$ cat src/rtl/seg_scan_driver.sv
// seg_scan_driver: time-multiplexed driver for a three-digit common-anode
// seven-segment display. It scans a 21-bit active-low segment word onto one
// shared segment bus and three active-low digit enables. All-off guard
// intervals separate the digits. New words are double-buffered and take effect
// only at frame boundaries.
//
// Optional feature: define LEADING_ZERO_BLANK_EN to blank leading zeros in the
// hundreds and tens digits when a word is committed.
module seg_scan_driver #(
  parameter int CLK_DIV      = 50000,
  parameter int GUARD_CYCLES = 16
) (
  input  logic        clk,
  input  logic        rst,
  input  logic        load,
  input  logic [20:0] segments_in,
  output logic [6:0]  seg_out,
  output logic [2:0]  an,
  output logic        pending,
  output logic        frame_done
);

  localparam int CNT_MAX = (CLK_DIV > GUARD_CYCLES) ? CLK_DIV : GUARD_CYCLES;
  localparam int CNT_W   = (CNT_MAX > 1) ? $clog2(CNT_MAX) : 1;
  localparam logic [CNT_W-1:0] SHOW_LAST  = CNT_W'(CLK_DIV - 1);
  localparam logic [CNT_W-1:0] GUARD_LAST = CNT_W'((GUARD_CYCLES > 0) ? GUARD_CYCLES - 1 : 0);
  localparam logic [6:0]  SEG_BLANK  = 7'h7F;
  localparam logic [6:0]  SEG_ZERO   = 7'b0000001;
  localparam logic [20:0] WORD_BLANK = 21'h1FFFFF;

  typedef enum logic {SHOW, GUARD} phase_t;

  phase_t            phase, phase_nxt;
  logic [1:0]        dig, dig_nxt;
  logic [CNT_W-1:0]  cnt, cnt_nxt;
  logic              wrap;
  logic [20:0]       pend_r, disp_r, disp_nxt;
  logic              pend_v;
  logic              commit;

  // Transform applied to a word as it moves from pending to display.
  function automatic logic [20:0] commit_word(input logic [20:0] w);
    logic [20:0] r;
    r = w;
`ifdef LEADING_ZERO_BLANK_EN
    if (w[20:14] == SEG_ZERO) begin
      r[20:14] = SEG_BLANK;
      if (w[13:7] == SEG_ZERO) r[13:7] = SEG_BLANK;
    end
`endif
    return r;
  endfunction

  function automatic logic [6:0] digit_slice(input logic [20:0] w, input logic [1:0] d);
    case (d)
      2'd0:    return w[6:0];
      2'd1:    return w[13:7];
      default: return w[20:14];
    endcase
  endfunction

  function automatic logic [2:0] anode_sel(input logic [1:0] d);
    case (d)
      2'd0:    return 3'b110;
      2'd1:    return 3'b101;
      default: return 3'b011;
    endcase
  endfunction

  function automatic logic [1:0] next_digit(input logic [1:0] d);
    return (d == 2'd2) ? 2'd0 : d + 2'd1;
  endfunction

  // Phase, digit and counter state register.
  always_ff @(posedge clk or posedge rst) begin
    if (rst) begin
      phase <= SHOW;
      dig   <= 2'd0;
      cnt   <= '0;
    end else begin
      phase <= phase_nxt;
      dig   <= dig_nxt;
      cnt   <= cnt_nxt;
    end
  end

  // Next-state logic for the SHOW/GUARD scan sequence.
  always_comb begin
    phase_nxt = phase;
    dig_nxt   = dig;
    cnt_nxt   = cnt + CNT_W'(1);
    wrap      = 1'b0;
    unique case (phase)
      SHOW: begin
        if (cnt == SHOW_LAST) begin
          cnt_nxt = '0;
          if (GUARD_CYCLES == 0) begin
            dig_nxt = next_digit(dig);
            wrap    = (dig == 2'd2);
          end else begin
            phase_nxt = GUARD;
          end
        end
      end
      GUARD: begin
        if (cnt == GUARD_LAST) begin
          cnt_nxt   = '0;
          phase_nxt = SHOW;
          dig_nxt   = next_digit(dig);
          wrap      = (dig == 2'd2);
        end
      end
    endcase
  end

  // The commit edge is the one ending the frame_done cycle.
  assign commit   = frame_done & pend_v;
  assign disp_nxt = commit ? commit_word(pend_r) : disp_r;

  // Pending/display word buffers; a load on the commit edge stays pending.
  always_ff @(posedge clk or posedge rst) begin
    if (rst) begin
      pend_r <= WORD_BLANK;
      pend_v <= 1'b0;
      disp_r <= WORD_BLANK;
    end else begin
      if (load) begin
        pend_r <= segments_in;
        pend_v <= 1'b1;
      end else if (commit) begin
        pend_v <= 1'b0;
      end
      disp_r <= disp_nxt;
    end
  end

  // Registered outputs. Segments use disp_nxt so the first lit cycle of a new
  // frame already shows the freshly committed word.
  always_ff @(posedge clk or posedge rst) begin
    if (rst) begin
      seg_out    <= SEG_BLANK;
      an         <= 3'b111;
      frame_done <= 1'b0;
    end else begin
      frame_done <= wrap;
      if (phase == SHOW) begin
        an      <= anode_sel(dig);
        seg_out <= digit_slice(disp_nxt, dig);
      end else begin
        an      <= 3'b111;
        seg_out <= SEG_BLANK;
      end
    end
  end

  assign pending = pend_v;

endmodule

$ cat config.mk
export PLATFORM = sky130hd
export DESIGN_NAME = seg_scan_driver
export DESIGN_NICKNAME = d
export VERILOG_FILES = /design/src/rtl/seg_scan_driver.sv
export SDC_FILE = /design/constraint.sdc
export NUM_CORES = 1
export LEC_CHECK = 0
export BUFFER_PORTS_ARGS = -buffer_cell sky130_fd_sc_hd__buf_2
export CAP_MARGIN = 20
export CORE_UTILIZATION = 54
export CTS_CLUSTER_DIAMETER = 80
export DETAILED_ROUTE_END_ITERATION = 10
export PLACE_DENSITY_LB_ADDON = 0.05
export SLEW_MARGIN = 15
export SYNTH_ARGS = -nofsm -noshare
export SYNTH_HDL_FRONTEND = slang
export SYNTH_SLANG_ARGS = --single-unit
export TNS_END_PERCENT = 50
$ cat constraint.sdc
create_clock -name clk -period 3.15 [get_ports clk]
set_input_delay 0.315 -clock clk [delete_from_list [all_inputs] [get_ports clk]]
set_output_delay 0.315 -clock clk [all_outputs]
set_load 0.05 [all_outputs]
# --- Word-level counts from Yosys, hierarchy flattened ---
# Index checks and enable logic that the tools add are counted.
word_totals:
  ff_bits: 73
  latch_bits: 0
  ram_bits: 0
  mem_bits_ro: 0
  input_bits: 24
  out_inout_bits: 12
  wordCells: 36
  n_memories: 0
op_classes:
  n_addsub: 2
  n_mul: 0
  n_div: 0
  n_lt_le_gt_ge: 0
  eq_ne: 4
  shift: 0
  n_mux: 16
  n_bitwise: 2
  n_reduce_logical: 3
ops:
  columns: ["operator", "count"]
  rows:
  - ["$mux W16", 2]
  - ["$pmux W16 S2", 1]
  - ["$mux W21", 1]
  - ["$add A16 B1 Y16 const B", 1]
  - ["$eq A16 B16 Y1 const B", 1]
  - ["$eq A16 B4 Y1 const B", 1]
  - ["$pmux W7 S2", 1]
  - ["$mux W7", 1]
  - ["$mux W1", 6]
  - ["$pmux W3 S2", 1]
  - ["$mux W3", 1]
  - ["$add A2 B1 Y2 const B", 1]
  - ["$eq A2 B1 Y1 const B", 1]
  - ["$eq A2 B2 Y1 const B", 1]
  - ["$logic_not A2 Y1", 1]
  - ["$mux W2", 1]
  - ["$pmux W1 S2", 1]
  - ["$reduce_and A2 Y1", 1]
  - ["$reduce_bool A2 Y1", 1]
  - ["$and A1 B1 Y1", 1]
  - ["$not A1 Y1", 1]

# --- Logic depth before layout (Yosys ltp) ---
# Gate-level depths: netlist (run 1).
depth:
  depth_word: 4
  depth_mapped: 5
  ltp_nobuf: 5

# --- Worst setup path after synthesis (run 1) ---
# Ideal clock, no wire load.
synth_path:
  kind: "reg-to-reg"
  startpoint: "reg cnt[9]"
  endpoint: "reg dig[0]"
  setup_ns: 0.127
  arrival_time_ns: 1.770
  t_required_ns: 3.023
  path_slack_ns: 1.253
  path_stages_with_launch: 5
  n_path_buf: 0
  synth_period_minus_slack_ns: 1.897
  path_cell_list: "dfrtp_1 or4_1 or3b_4 nor2_4 mux2_1"
synth_between:
  elab_chain_cells: 2
synth_lines:
  columns: ["element", "line_no", "rtl"]
  rows:
  - ["from (decl)", "35", "logic [CNT_W-1:0] cnt, cnt_nxt;"]
  - ["from (signal assigned)", "83", "cnt <= cnt_nxt;"]
  - ["$eq A16 B4 Y1", "106", "if (cnt == GUARD_LAST) begin"]
  - ["$reduce_and A2 Y1 (no line)", null, null]
  - ["to (signal assigned)", "82", "dig <= dig_nxt;"]
  - ["to (decl)", "34", "logic [1:0] dig, dig_nxt;"]
# No other way between the ends.
# A chain may end at the register's enable or synchronous reset.

# --- Worst setup path in the final report (run 1) ---
layout_path:
  startpoint: "reg cnt[6]"
  endpoint: "reg dig[0]"
# Same word-level chain as after synthesis.

==> run_results.csv, run 1 <==
group,metric,value,unit
outcome,status,"finished clean",
logic_synthesis,netlist_area,3160,um^2
finish,instances_no_fill,371,
drt,drc,0,
global_route,grtUsageMet1,28.3,%
power_and_ir_drop,power_density,494,nW/um^2
finish,fill_cells,446,
timing,fin_hold_ws,0.124,ns
die,die_w,78.5,um
placement,gp_congestion,0.815,
logic_synthesis,synth-compound-area-share,2.65,%
power_and_ir_drop,comb_power_share,3.9,%
timing,setup_violations,0,
drt,first_pass_iters,4,
setup_path,required,3.37,ns
die,ioPinCount,36,
logic_synthesis,synth_xor_area_share,3.60,%
power_and_ir_drop,netSwitchingPower,0.370,mW
logic_synthesis,yosysSeqAreaShare,59.8,%
global_route,use_met2,29.7,%
cts,clock_latency,0.34,ns
logic_synthesis,synth_mux_area_share,15.7,%
logic_synthesis,ys_ff_latch,73,
setup_path,worstSetupStartpointType,"flop",
logic_synthesis,synth-simple-area-share,16.2,%
drt,wl_per_cell,14.3,um
flow_run,cap_viol_max_count,0,
timing,max-slew-margin-rel,42.7,%
global_route,grt_max_degree,39,
cts,numClockSinks,73,
placement,dp_hpwl,3560,um
global_route,grt_pass1_vias,2040,
setup_path,cp_max_fo,6,
logic_synthesis,avgSynthCellArea,12.4,um^2
power_and_ir_drop,internal_power,1.41,mW
cts,cts_htree_levels,3,
logic_synthesis,yosys.area_share.adder,0.396,%
timing,layout_min_cycle_time,1.97,ns
die,start_util,56.7,%
global_route,top_usage_layer,"met2",
global_route,grt_pass1_wl,9390,um
die,core_area,5570,um^2
timing,clock-skew-final,0.00944,ns
die,die_area,6170,um^2
cts,clock_path_buffers,2,
finish,area_delta_synth_final,13.8,%
logic_synthesis,yosys.cell_types.count,38,
global_route,grtUsageTotal,20.2,%
power_and_ir_drop,sw_frac_of_total,20.8,%
drt,ant_nets,0,
cts,cts_buffers,9,
die,rows,27,
finish,antenna_cells,0,
global_route,grt_overflow,0,
logic_synthesis,syn_nets,280,
timing,fmax,508,MHz
cts,clockRootBuffer,"clkbuf_8",
cts,cts_resized,0,
setup_path,crit_path_end_kind,"flop",
timing,finalCritPeriodShare,62.5,%
die,die_y,78.5,um
cts,clk_pin_slew,0.07,ns
power_and_ir_drop,clockPowerShare,39.5,%
global_route,grt_util_met3,4.07,%
timing,rsz0062_at_grt,"false",
placement,dpl.cell_count,355,
timing,slew_violations,0,
drt,vias,1929,
cts,postCtsHoldBufs,0,
timing,finalHoldViolCount,0,
cts,cts_tree,"built",
finish,fin_nets,319,
timing,finalSetupTns,0,ns
drt,via_per_inst,5.20,
logic_synthesis,syn-instance-count,255,
logic_synthesis,yosys_warnings,0,
setup_path,worstSetupPathType,"flop to flop",
placement,portBuffers,35,
cts,cts_setup_buffers,0,
drt,wl,5310,um
global_route,antenna_found_initial,0,
timing,tightestPinTransition,0.859,ns
power_and_ir_drop,p_leak,1.61,nW
drt,drtIter0Drc,124,
setup_path,arrival,2.19,ns
worst_hold_path,hold_class,"input port to asynchronous set/reset pin",
finish,drive_gt1_share,48.5,%
power_and_ir_drop,vdd_drop_max,0.274,mV
power_and_ir_drop,p_seq_share,56.6,%
logic_synthesis,synth_top_family_by_area,"simple AND/OR/NAND/NOR gates",
==> worst paths after layout <==
kind                       depth (start not counted)  slack [ns]                endpoint                 start
setup / recovery                                   4        1.18      dig[0]$_DFFE_PP0P_      cnt[6]$_DFF_PP0_
hold / removal                                     2        0.12    frame_done$_DFF_PP0_                   rst
setup reg to reg                                   4        1.18      dig[0]$_DFFE_PP0P_      cnt[6]$_DFF_PP0_
hold reg to reg                                    2        0.46    disp_r[11]$_DFF_PP1_  disp_r[11]$_DFF_PP1_
max in group asynchronous                          3        2.23    disp_r[12]$_DFF_PP1_                   rst
min in group clk                                   2        0.21  pend_r[12]$_DFFE_PP1P_       segments_in[12]
==> cell usage in the layout (no fill, tap or decap), types with 4 or more instances in the layout <==
cell / instances
nand2_1: 56
dfstp_2: 52
buf_2: 35
mux2_2: 28
dfrtp_1: 21
nor2_1: 11
clkbuf_8: 10
nand2b_1: 8
a21oi_1: 8
xnor2_1: 7
mux4_2: 7
xor2_1: 6
nand3_1: 4
==> cell type report <==
class | instances | area [um^2] | share of cell area (%)
inverter | 4 | 15.0 | 0.417
clock inverter | 3 | 40.0 | 1.11
sequential | 73 | 1890 | 52.5
timing repair buffer | 38 | 198 | 5.49
multi-input combinational | 168 | 1220 | 33.8
clock buffer | 13 | 149 | 4.13
tap | 72 | 90.1 | 2.50
==> kinds of logic after synthesis <==
| group | count (synthesis) |
|---|---|
| multiplexers | 37 |
| AO/OA/AOI/OAI | 13 |
| flip-flops | 73 |
| buffers and inverters | 14 |
| AND/OR/NAND/NOR | 104 |
| XOR/XNOR | 13 |
| adder cells (fa/ha/maj) | 1 |
==> metrics by stage <==
stage	util (%)	total power [mW]	cell area (um^2)	setup WS (ns)
after floorplan	-	1.06	3160	1.07
after global placement	61.2	1.09	3410	1.21
after detailed placement	61.2	1.09	3410	1.18
after CTS	64.6	1.81	3600	1.17
after global routing	64.6	1.85	3600	1.03
final	64.6	1.78	3600	1.18
==> layer usage <==
metal / vias up / part of all wire [%]
li1: 942 / -
met1: 937 / 50
met2: 42 / 44
met3: 8 / 4.0
met4: 0 / 1.5
met5: - / 0
==> flip-flops by register name (all words and copies together), names as in the netlist <==
name,count
pending,1
disp_r,21
cnt,16
frame_done,1
seg_out,7
an,3
pend_r,21
phase,1
dig,2
==> power by group through the flow <==
stage	clock (mW)	combinational [mW]	sequential [mW]
after floorplan	0	0.0466	1.01
after global placement	0	0.0693	1.02
after detailed placement	0	0.0714	1.02
after CTS	0.726	0.0718	1.01
after global routing	0.759	0.0781	1.01
final	0.703	0.0690	1.01
==> critical path, cell delays in order, from the launching register on <==
cell,delay (ns)
dfrtp_1,0.45
or4_1,0.55
or3b_4,0.42
nor2_4,0.12
mux2_1,0.32
==> synth_stat cells, drive strengths merged <==
master / instances / area [um^2]
dfrtp: 21 / 526
nand4: 3 / 25.0
nand2b: 8 / 50.1
nand2: 56 / 210
nand4b: 1 / 8.76
nor4b: 1 / 8.76
xnor2: 7 / 61.3
nor3: 2 / 10.0
o21ai: 1 / 5.00
nor2b: 2 / 12.5
mux2: 30 / 338
xor2: 6 / 52.6
and3: 2 / 13.8
dfstp: 52 / 1370
a21oi: 9 / 56.3
or4: 3 / 22.5
and4: 1 / 8.76
nand3: 4 / 20.0
or3: 4 / 30.0
o31ai: 2 / 15.0
ha: 1 / 12.5
clkbuf: 7 / 26.3
nor4: 2 / 12.5
or3b: 1 / 11.3
and3b: 1 / 8.76
nor2: 12 / 52.6
a21o: 1 / 7.51
inv: 4 / 15.0
buf: 3 / 12.5
and2: 1 / 6.26
mux4: 7 / 158
Note: power is estimated with default switching activity, not from simulation.
==> inputs of run 2 (changes only) <==
- clock period: 3.15 -> 1.9 ns (I/O delays scaled with it)
==> run 2 against run 1 <==
Sequential cell count stayed put. Critical path depth stayed put. Largest cell class unchanged. Clock skew is 0.0021 ns lower. Non-clock buffer count is 14 higher. Routed wire length is 2.7% higher. Sequential power is 65% higher. Via count is 2.0% higher. The run now ends with setup timing left. Setup slack worse by 1.2 ns. First-iteration DRC count is 33% lower. Final cell count is 3.8% higher. Sequential share of layout area is 1.9 points lower.
==> run_results.csv, run 2 (synthesis gave the netlist of run 1 again) <==
group,metric,value,unit
finish,fin_nets,333,
power_and_ir_drop,internal_power,2.25,mW
global_route,grt_overflow,0,
global_route,grt_max_degree,28,
timing,timing.final.ws_setup,-0.00264,ns
setup_path,critical_path.cell_chain,"or4_4 -> or3_4 -> nor2_4 -> mux2_1",
finish,top_regs,"disp_r: 21 flops, pend_r: 21 flops, cnt: 16 flops",
worst_hold_path,hold_class,"input port to flop",
finish,fill_cells,441,
timing,finalHoldViolCount,0,
setup_path,cp_max_fo,4,
outcome,status,"finished with violations",
finish,area_delta_synth_final,18.2,%
die,die_area,6170,um^2
timing,finalCritPeriodShare,100,%
flow_run,cap_viol_max_count,0,
power_and_ir_drop,sw_frac_of_total,20.5,%
timing,setup_violations,2,
setup_path,critPathBufInv,0,
timing,clock-skew-final,0.00734,ns
finish,antenna_cells,0,
cts,clk_pin_slew,0.07,ns
finish,final_cell_mix,"56 x nand2_1, 52 x dfstp_2, 35 x buf_2, 28 x mux2_2, 21 x dfrtp_1",
die,core_area,5570,um^2
drt,vias,1968,
cts,clock_path_buffers,2,
placement,portBuffers,35,
power_and_ir_drop,vdd_drop_max,0.564,mV
placement,dpl-instance-area,3550,um^2
placement,dp_hpwl,3860,um
timing,fmax,526,MHz
setup_path,critPathTopFamily,"simple AND/OR/NAND/NOR gates",
setup_path,arrival,2.11,ns
timing,tightestPinTransition,0.589,ns
placement,place_ws,-0.0142,ns
power_and_ir_drop,p_leak,1.67,nW
setup_path,required,2.10,ns
drt,wl,5450,um
global_route,grt_pass1_vias,2018,
finish,stdcell_area,3740,um^2
global_route,antenna_found_initial,0,
cts,cts_tree,"built",
cts,clock_latency,0.32,ns
finish,multi_input_area,1220,um^2
finish,seq_area,1890,um^2
placement,gp_congestion,0.799,
power_and_ir_drop,clockPowerShare,36.8,%
cts,numClockSinks,73,
power_and_ir_drop,power_density,758,nW/um^2
timing,rsz0062_at_grt,"true",
drt,drc,0,
setup_path,crit_path_end_kind,"flop",
power_and_ir_drop,p_seq_share,58.8,%
global_route,grt_pass1_wl,9560,um
die,rows,27,
drt,first_pass_iters,4,
drt,wl_per_cell,14.2,um
timing,layout_min_cycle_time,1.90,ns
die,die_w,78.5,um
die,die_y,78.5,um
timing,slew_violations,0,
die,start_util,56.7,%
cts,cts_setup_buffers,0,
drt,via_per_inst,5.11,
die,ioPinCount,36,
setup_path,worstSetupPathType,"flop to flop",
drt,ant_nets,0,
setup_path,crit_slowest_cell,"or4_4",
cts,cts_htree_levels,3,
outcome,violations,"setup timing",
finish,drive_gt1_share,50.5,%
power_and_ir_drop,comb_power_share,4.3,%
finish,layout_commonest_cell,"nand2_1",
cts,clockRootBuffer,"clkbuf_8",
power_and_ir_drop,netSwitchingPower,0.581,mW
timing,max-slew-margin-rel,60.6,%
setup_path,worstSetupStartpointType,"flop",
drt,drtIter0Drc,83,
cts,cts_buffers,9,
finish,utilization,67.1,%
setup_path,slowest_delay,0.53,ns
global_route,grtUsageTotal,20.9,%
==> run 2: timing repair <==
| item | CTS | global route |
|---|---|---|
| endpoints found under the setup margin | 2 | 2 |
| resized for setup | 2 | 0 |
| hold buffers | 1 | 0 |
| endpoints found under the hold margin | 17 | 0 |
| pin swaps | 0 | 0 |
==> run 2: worst reg2reg max path: cells and delay by family (launching register included) <==
family	cells	cell delay (ns)
simple gates	3	1.08
mux	1	0.32
flops	1	0.39
==> run 2: stage by stage <==
step	hold slack, ns	TNS (ns)	power (mW)	cells
global route	0.0838	-0.134	2.96	385
finish	0.0978	-0.00335	2.84	385
global placement	0.286	0	1.81	368
detailed placement	0.299	-0.0264	1.82	368
CTS	0.0799	-0.0174	2.88	385
floorplan	0.342	0	1.76	255
==> run 2: final timing paths <==
| check | from | end | slack, ns | cells after the start |
|---|---|---|---|---|
| hold reg to reg | disp_r[8]$_DFF_PP1_ | disp_r[8]$_DFF_PP1_ | 0.46 | 2 |
| setup / recovery | cnt[10]$_DFF_PP0_ | dig[0]$_DFFE_PP0P_ | -0.003 | 4 |
| max in group asynchronous | rst | an[2]$_DFF_PP1_ | 0.82 | 4 |
| hold / removal | segments_in[20] | pend_r[20]$_DFFE_PP1P_ | 0.1 | 2 |
| setup reg to reg | cnt[10]$_DFF_PP0_ | dig[0]$_DFFE_PP0P_ | -0.003 | 4 |
| min in group asynchronous | rst | cnt[4]$_DFF_PP0_ | 0.48 | 3 |
==> run 2: power by group through the flow <==
stage	Combinational, mW	Sequential [mW]	Clock [mW]
finish	0.123	1.67	1.04
global route	0.139	1.68	1.14
floorplan	0.0777	1.68	0
global placement	0.122	1.69	0
detailed placement	0.126	1.69	0
CTS	0.127	1.67	1.08
==> run 2: layout make-up <==
type                            count  area share [%]
Timing Repair Buffer               52            9.17
Inverter                            4           0.502
Clock buffer                       16            4.55
Sequential cell                    73            50.6
Multi-Input combinational cell    168            32.8
Tap cell                           72            2.41
==> run 2: per-layer routing <==
metal / routed length, um / track usage (%) / up-vias
met5: 0 / 0 / -
met4: 48 / 8.89 / 0
met3: 163 / 3.49 / 5
met2: 2440 / 30.7 / 35
met1: 2800 / 30.6 / 954
li1: - / - / 974
==> inputs of run 3 (changes only) <==
- CORE_UTILIZATION: 54 -> 35
- SLEW_MARGIN: 15 -> 10
- clock period: 1.9 -> 2.42 ns (I/O delays scaled with it)
==> run 3 against run 2 <==
Highest routed layer unchanged. Clock power down 20%. Core utilization down 25 points. Final area down 2.3%. Combinational power down 24%. The flow now finishes without violations. Final cell count up 6.2%. Power down 21%. Die area up 53%. Critical path type unchanged.
==> run_results.csv, run 3 (synthesis gave the netlist of run 1 again) <==
group,metric,value,unit
timing,fin_hold_ws,0.120,ns
setup_path,r2r_slack,0.42,ns
cts,cts_htree_levels,3,
setup_path,path_depth,4,
flow_run,cap_viol_max_count,0,
drt,via_per_inst,4.77,
setup_path,r2r_end,"dig[1]$_DFFE_PP0P_",
timing,finalHoldViolCount,0,
placement,dp_hpwl,3820,um
placement,portBuffers,35,
setup_path,r2r_cells,4,
setup_path,cp_max_fo,5,
finish,top_regs,"disp_r: 21 flops, pend_r: 21 flops, cnt: 16 flops",
finish,area_delta_synth_final,15.5,%
cts,cts_setup_buffers,0,
global_route,grt_pass1_wl,10000,um
cts,clock_path_buffers,2,
drt,drc,0,
die,ioPinCount,36,
cts,cts_buffers,9,
setup_path,critPathBufInv,0,
timing,fmax,500,MHz
finish,layout_commonest_cell,"nand2_1",
cts,numClockSinks,73,
placement,dpl.cell_count,392,
drt,wl_per_cell,14.4,um
power_and_ir_drop,p_leak,1.61,nW
outcome,status,"finished clean",
setup_path,worstSetupStartpointType,"flop",
drt,wl,5890,um
drt,drtIter0Drc,60,
global_route,grt_max_degree,53,
finish,antenna_cells,0,
die,die_w,97.1,um
setup_path,crit_slowest_cell,"or4_1",
timing,setup_violations,0,
drt,vias,1951,
setup_path,critical_path.endpoint,"dig[1]$_DFFE_PP0P_",
setup_path,critPathTopFamily,"simple AND/OR/NAND/NOR gates",
global_route,grt_overflow,0,
drt,first_pass_iters,4,
die,die_y,97.1,um
power_and_ir_drop,power,2.24,mW
setup_path,arrival,2.22,ns
timing,rsz0062_at_grt,"false",
cts,clock_latency,0.35,ns
die,start_util,36.3,%
setup_path,worstSetupPathType,"flop to flop",
die,rows,34,
finish,final_cell_mix,"56 x nand2_1, 52 x dfstp_2, 35 x buf_2, 28 x mux2_2, 21 x dfrtp_1",
finish,fin_nets,321,
drt,ant_nets,0,
cts,cts_tree,"built",
finish,stdcell_area,3650,um^2
placement,place_ws,0.437,ns
cts,clockRootBuffer,"clkbuf_8",
setup_path,startpoint,"cnt[9]$_DFF_PP0_",
timing,finalCritPeriodShare,82.6,%
setup_path,crit_path_end_kind,"flop",
setup_path,required,2.64,ns
finish,utilization,41.9,%
die,core_area,8720,um^2
finish,fill_cells,840,
timing,tightestPinTransition,0.593,ns
timing,finalSetupTns,0,ns
setup_path,reg2reg_from,"cnt[9]$_DFF_PP0_",
global_route,grt_pass1_vias,1980,
placement,gp_congestion,0.827,
setup_path,slowest_delay,0.57,ns
finish,instances_no_fill,409,
power_and_ir_drop,vdd_drop_max,0.307,mV
timing,slew_violations,0,
placement,dpl-instance-area,3480,um^2
power_and_ir_drop,power_density,613,nW/um^2
timing,clock-skew-final,0.0100,ns
worst_hold_path,hold_class,"input port to flop",
global_route,antenna_found_initial,0,
die,die_area,9420,um^2
timing,timing.final.ws_setup,0.421,ns
setup_path,critical_path.cell_chain,"or4_1 -> or3b_4 -> nor2_4 -> mux2_1",
timing,layout_min_cycle_time,2.00,ns
cts,clk_pin_slew,0.08,ns
finish,drive_gt1_share,48.5,%
global_route,grtUsageTotal,13.9,%
timing,max-slew-margin-rel,60.5,%
==> run 3: changes by cell type in the layout (fill, tap and decap cells not counted), sizes merged <==
cell    previous run  this run
inv                3         4
buf               51        39
clkbuf            16        13
clkinv             0         2
==> run 3: where the power goes <==
part	internal (mW)	switching [mW]	total (mW)
Combinational	0.0488	0.0447	0.0935
Clock	0.398	0.437	0.835
Sequential	1.28	0.0246	1.31
==> run 3: repair_timing <==
action,4_1_cts,5_1_grt
hold endpoints to repair,14,0
gates resized for setup,0,0
hold buffers,1,0
==> run 3: worst min path at each step <==
stage	slack, ns	from	to	depth (start not counted)
6_report	0.12	segments_in[11]	pend_r[11]$_DFFE_PP1P_	2
5_1_grt	0.10	segments_in[11]	pend_r[11]$_DFFE_PP1P_	2
4_1_cts	0.11	segments_in[10]	pend_r[10]$_DFFE_PP1P_	2
3_5_place_dp	0.30	rst	cnt[11]$_DFF_PP0_	2
3_3_place_gp	0.30	rst	cnt[11]$_DFF_PP0_	2
2_1_floorplan	0.39	segments_in[10]	pend_r[10]$_DFFE_PP1P_	1
==> run 3: layout make-up <==
type	instances	area [um^2]	share of cell area [%]
multi-input cells	168	1220	33.3
repair buffers	40	228	6.23
flip-flops and latches	73	1890	51.8
well taps	108	135	3.70
clock inverters	3	17.5	0.479
clock buffers	13	149	4.08
inverters	4	15.0	0.411
==> run 3: metal layers <==
| metal | GRT usage, % | routed length (um) |
|---|---|---|
| met1 | 17.4 | 2690 |
| met5 | 0 | 0 |
| met2 | 22.3 | 2900 |
| met3 | 4.89 | 216 |
| met4 | 5.17 | 87 |
==> run 3: worst reg2reg max path, cell delays in order (launching register included) <==
cell,delay [ns]
dfrtp_1,0.44
or4_1,0.57
or3b_4,0.43
nor2_4,0.12
mux2_1,0.32
